File: config.mk
export PLATFORM = sky130hd
export DESIGN_NAME = exc_arbiter
export DESIGN_NICKNAME = d
export VERILOG_FILES = /design/src/rtl/exc_arbiter.sv
export SDC_FILE = /design/constraint.sdc
export NUM_CORES = 1
export LEC_CHECK = 0
export ABC_AREA = 0
export CAP_MARGIN = 20
export CORE_MARGIN = 2
export CORE_UTILIZATION = 29
export CTS_CLUSTER_SIZE = 8
export DETAILED_ROUTE_END_ITERATION = 8
export GPL_ROUTABILITY_DRIVEN = 0
export PLACE_DENSITY = 0.9
export SYNTH_ARGS = -nofsm -noshare
export SYNTH_HDL_FRONTEND = slang
export SYNTH_SLANG_ARGS = --single-unit
File: constraint.sdc
create_clock -name clk -period 2.7 [get_ports clk]
set_input_delay 0.27 -clock clk [delete_from_list [all_inputs] [get_ports clk]]
set_output_delay 0.27 -clock clk [all_outputs]
set_load 0.005 [all_outputs]
File: src/rtl/exc_arbiter.sv
// exc_arbiter: memory-stage exception arbiter feeding CP0.
// Picks one event per cycle, sequences the flush, defers bubble irqs.
module exc_arbiter #(
  parameter int unsigned FLUSH_CYCLES = 2,
  parameter logic [4:0]  CAUSE_ERET   = 5'd31
) (
  input  logic        clk,
  input  logic        reset,
  input  logic        m_valid,
  input  logic [31:0] m_pc,
  input  logic        m_is_bd,
  input  logic        m_exc_fetch,
  input  logic        m_exc_ri,
  input  logic        m_exc_sys,
  input  logic        m_exc_bp,
  input  logic        m_exc_ov,
  input  logic        m_exc_load,
  input  logic        m_exc_store,
  input  logic        m_is_eret,
  input  logic [31:0] m_data_addr,
  input  logic        upstream_exc,
  input  logic        irq,
  output logic        exc_valid,
  output logic [4:0]  exc_cause,
  output logic [31:0] exc_pc,
  output logic        exc_bd,
  output logic [31:0] exc_badvaddr,
  output logic        flush,
  output logic        exc_in_pipeline,
  output logic        irq_pending
);

  typedef enum logic [1:0] {
    IDLE     = 2'd0,
    IRQ_WAIT = 2'd1,
    FLUSH    = 2'd2
  } state_t;

  localparam logic [2:0] CNT_INIT = 3'(FLUSH_CYCLES - 1);

  localparam logic [4:0] C_INT = 5'd0;
  localparam logic [4:0] C_ADEL = 5'd4;
  localparam logic [4:0] C_ADES = 5'd5;
  localparam logic [4:0] C_SYS = 5'd8;
  localparam logic [4:0] C_BP = 5'd9;
  localparam logic [4:0] C_RI = 5'd10;
  localparam logic [4:0] C_OV = 5'd12;

  state_t     state;
  state_t     state_nx;
  logic       latch;
  logic       latch_nx;
  logic [2:0] cnt;
  logic [2:0] cnt_nx;

  logic open_win;
  logic sync_ok;
  logic any_flag;

  logic c_int;
  logic c_fetch;
  logic c_ri;
  logic c_sys;
  logic c_bp;
  logic c_ov;
  logic c_load;
  logic c_store;
  logic c_eret;

  logic        sel;
  logic        sel_eret;
  logic [4:0]  sel_cause;
  logic [31:0] sel_badv;

  // Events may only be raised outside the flush window and out of reset.
  assign open_win = !reset && (state != FLUSH);
  assign sync_ok  = open_win && m_valid;

  assign any_flag = m_exc_fetch | m_exc_ri | m_exc_sys
                  | m_exc_bp | m_exc_ov | m_exc_load
                  | m_exc_store | m_is_eret;

  // A bubble carries no EPC, so the interrupt also waits for m_valid.
  assign c_int   = sync_ok && (irq || latch);
  assign c_fetch = sync_ok && m_exc_fetch;
  assign c_ri    = sync_ok && m_exc_ri;
  assign c_sys   = sync_ok && m_exc_sys;
  assign c_bp    = sync_ok && m_exc_bp;
  assign c_ov    = sync_ok && m_exc_ov;
  assign c_load  = sync_ok && m_exc_load;
  assign c_store = sync_ok && m_exc_store;
  assign c_eret  = sync_ok && m_is_eret;

  // Priority select: first matching candidate wins.
  always_comb begin
    sel       = 1'b0;
    sel_eret  = 1'b0;
    sel_cause = '0;
    sel_badv  = '0;
    priority case (1'b1)
      c_int: begin
        sel       = 1'b1;
        sel_cause = C_INT;
      end
      c_fetch: begin
        sel       = 1'b1;
        sel_cause = C_ADEL;
        sel_badv  = m_pc;
      end
      c_ri: begin
        sel       = 1'b1;
        sel_cause = C_RI;
      end
      c_sys: begin
        sel       = 1'b1;
        sel_cause = C_SYS;
      end
      c_bp: begin
        sel       = 1'b1;
        sel_cause = C_BP;
      end
      c_ov: begin
        sel       = 1'b1;
        sel_cause = C_OV;
      end
      c_load: begin
        sel       = 1'b1;
        sel_cause = C_ADEL;
        sel_badv  = m_data_addr;
      end
      c_store: begin
        sel       = 1'b1;
        sel_cause = C_ADES;
        sel_badv  = m_data_addr;
      end
      c_eret: begin
        sel       = 1'b1;
        sel_eret  = 1'b1;
        sel_cause = CAUSE_ERET;
      end
      default: begin
        sel = 1'b0;
      end
    endcase
  end

  // State, irq latch and flush counter registers.
  always_ff @(posedge clk) begin
    if (reset) begin
      state <= IDLE;
      latch <= 1'b0;
      cnt   <= '0;
    end else begin
      state <= state_nx;
      latch <= latch_nx;
      cnt   <= cnt_nx;
    end
  end

  // Next-state: enter flush on an event, park bubble irqs in IRQ_WAIT.
  always_comb begin
    state_nx = state;
    latch_nx = latch;
    cnt_nx   = cnt;
    unique case (state)
      IDLE: begin
        if (sel) begin
          state_nx = FLUSH;
          cnt_nx   = CNT_INIT;
          latch_nx = 1'b0;
        end else if (irq && !m_valid) begin
          state_nx = IRQ_WAIT;
          latch_nx = 1'b1;
        end
      end
      IRQ_WAIT: begin
        if (sel) begin
          state_nx = FLUSH;
          cnt_nx   = CNT_INIT;
          latch_nx = 1'b0;
        end
      end
      FLUSH: begin
        if (cnt == '0) begin
          state_nx = IDLE;
        end else begin
          cnt_nx = cnt - 3'd1;
        end
      end
      default: begin
        state_nx = IDLE;
        latch_nx = 1'b0;
        cnt_nx   = '0;
      end
    endcase
  end

  // CP0-facing outputs; ERET is left to retire its no-op write.
  always_comb begin
    exc_valid    = sel;
    exc_cause    = sel_cause;
    exc_pc       = sel ? m_pc : '0;
    exc_bd       = sel && m_is_bd;
    exc_badvaddr = sel_badv;
    flush        = !reset
                && ((state == FLUSH) || (sel && !sel_eret));
    exc_in_pipeline = !reset
                   && (upstream_exc
                    || (m_valid && any_flag)
                    || (state != IDLE));
    irq_pending  = latch && !reset;
  end

endmodule

==> results.md <==
- Core Box Area: 4290 sq um
- Critical Path Start Type: primary input
- Initial antenna violation count: 0
- Post-Route Setup TNS: 0 ps
- Peak supply drop: 168 uV
- CTS Buf Count: 3
- Post-DR vias/cell: 5.15
- Post-synthesis cell area: 1270 sq um
- Critical path peak fanout: 17
- Synth top area share: 19.9%
- Crit path DAT: 2380 ps
- Slew HR: 74.0%
- Number of routed nets with antenna violations: 0
- CTS tree: built
- Synthesized net count: 265
- Design Power: 0.000621 W
- Die Y: 70.3 microns
- # H-tree levels: 1
- Total die area: 4940 sq um
- Total GRT Usage: 25.9%
- Row count: 24
- Worst-Margin Slew: 380 ps
- Max Slew Vio Count: 0
- P per Cell Area: 207 nW/um^2
- Status: finished clean
- Finished Cell Area: 3000 sq um
- Root buf cell: clkbuf_8
- Routed WL: 6.70 mm
- Num ports: 152
- Yosys warning count: 0
- Fmax: 0.378 GHz
- Starting Density: 29.7%
- Vias in the first global route: 2163
- GRT overflow: 0
- DRT Pass-1 Iters: 4
- Dpl cell area: 2950 sq um
- First-pass GRT wire length: 10.3 mm
- Clock transition at path regs: 30 ps
- Path category of the worst min-delay check: flop to flop
- Crit path time final: 2650 ps
- Fin crit share: 98.1%
- Post-CTS Hold Fix Bufs: 0
- Nets: 431
- Clock tree buffer depth: 2
- HPWL after detailed placement: 5.16 mm
- WP data required: 2430 ps
- Area delta synth->final: 136%
- Final hold viol count: 0
- Max-cap viol count: 0
- Clk_skew: 6.14 ps
- Die Wd: 70.3 microns
- Setup-failing EPs final: 0
- Vias post-DR: 2064
- CP endpoint kind: primary output
- Pleak: 1.54 nW
- CTS Sinks: 6
- Core Util, Final: 69.9%
- Largest net degree at the start of global routing: 33
- Critical path type: primary input to primary output
- Fraction of layout cells with a size suffix above 1: 20.1%
- Worst skew pair latency: 220 ps
- Synth area leaders: and2_4, a22oi_1, nor2_1
- Syn_area_per_cell: 6.88 sq um
- Top cell type by total area after synthesis: and2_4
- Residual DRC: 0
- Seq cells post-synth: 6
- Cells after Synth: 185
- Post-synth cell types: 36
- Unrepaired setup endpoints after global routing: false
- PortBufs: 151
- Ant diodes: 0
- Initial DRC count: 138
- Seq/Total Area, Yosys: 9.43%
- Routed len/inst: 16.7 microns
-- worst max-delay path, stage by stage --
cell and delay, ps:
clkdlybuf4s50_1 430, or4_4 600, nor4_4 250, or2_4 220
buf_12 130, inv_12 40, and2_2 180, dlygate4sd2_1 260
-- metrics by stage --
stage / cells / worst slack, ps / hold slack, ps
final: 401 / 52.4 / 524
after global routing: 401 / 7.84 / 547
after CTS: 399 / 4.65 / 527
after detailed placement: 392 / -150 / 521
after global placement: 392 / -64.7 / 490
after floorplan: 185 / 817 / 341
-- what timing repair did --
action / 4_1_cts / 5_1_grt
setup endpoints to repair: 65 / 14
gates resized for setup: 67 / 5
setup buffers: 2 / 2
pin swaps: 3 / 3
cloned: 2 / 0
-- final timing paths --
| path | from | end | slack [ps] | cells after the start |
|---|---|---|---|---|
| worst max register to register | state[0] | state[1] | 1110 | 6 |
| worst max-delay path | m_exc_ri | exc_pc[31] | 50 | 8 |
| worst min register to register | cnt[2] | cnt[2] | 520 | 2 |
| worst min-delay path | cnt[2] | cnt[2] | 520 | 2 |
-- report_power, final --
group          switching (W)  internal, W  total (W)
registers          0.0000102    0.0000966   0.000107
clock network      0.0000377    0.0000957   0.000133
logic               0.000146     0.000235   0.000381
-- cell usage in the layout (no fill, tap or decap), drive strengths merged, types with 4 or more instances in the layout --
| master | count |
|---|---|
| a22oi | 32 |
| and2 | 33 |
| buf | 22 |
| clkdlybuf4s50 | 85 |
| dfxtp | 6 |
| dlygate4sd2 | 61 |
| dlymetal6s2s | 5 |
| inv | 7 |
| nand2b | 4 |
| nor2 | 50 |
| nor3 | 5 |
| nor4 | 4 |
| o21ai | 5 |
-- cell type report --
cell class	count	area [sq um]
clock buffer	3	41.3
tap	52	65.1
multi-input combinational	160	1060
fill	349	1290
sequential	6	120
inverter	5	31.3
timing repair buffer	173	1660
timing repair inverter	2	20.0
-- flip-flops by register name, summed over array words and instances (netlist names) --
signal	cells
cnt	3
state	2
latch	1
-- cells in the mapped netlist, drive strengths merged --
| cell | count |
|---|---|
| a2111oi | 1 |
| a21oi | 2 |
| a22oi | 32 |
| a311oi | 1 |
| a31oi | 1 |
| a32oi | 2 |
| and2 | 33 |
| buf | 7 |
| clkbuf | 7 |
| dfxtp | 6 |
| ha | 2 |
| inv | 5 |
| nand2 | 3 |
| nand2b | 4 |
| nand3 | 1 |
| nand4b | 1 |
| nor2 | 50 |
| nor2b | 3 |
| nor3 | 5 |
| nor4 | 4 |
| nor4bb | 1 |
| o21ai | 5 |
| o21bai | 1 |
| o221ai | 1 |
| o2bb2ai | 1 |
| o31a | 1 |
| or2 | 1 |
| or3 | 1 |
| or3b | 1 |
| or4 | 2 |
-- metal layers --
metal / GRT usage [%] / vias up / wire length, microns
li1: - / 988 / -
met1: 28.3 / 932 / 2400
met2: 48.2 / 128 / 3550
met3: 5.34 / 16 / 559
met4: 10.0 / 0 / 190
met5: 0 / - / 0
-- kinds of logic after synthesis --
group / count (synthesis) / share of synthesized area (%)
fa+ha+maj: 2 / 1.96
compound gates: 48 / 27.6
simple gates: 110 / 52.8
buf+inv: 19 / 8.15
flops: 6 / 9.43
No activity file was read; power rests on OpenSTA's default activity.
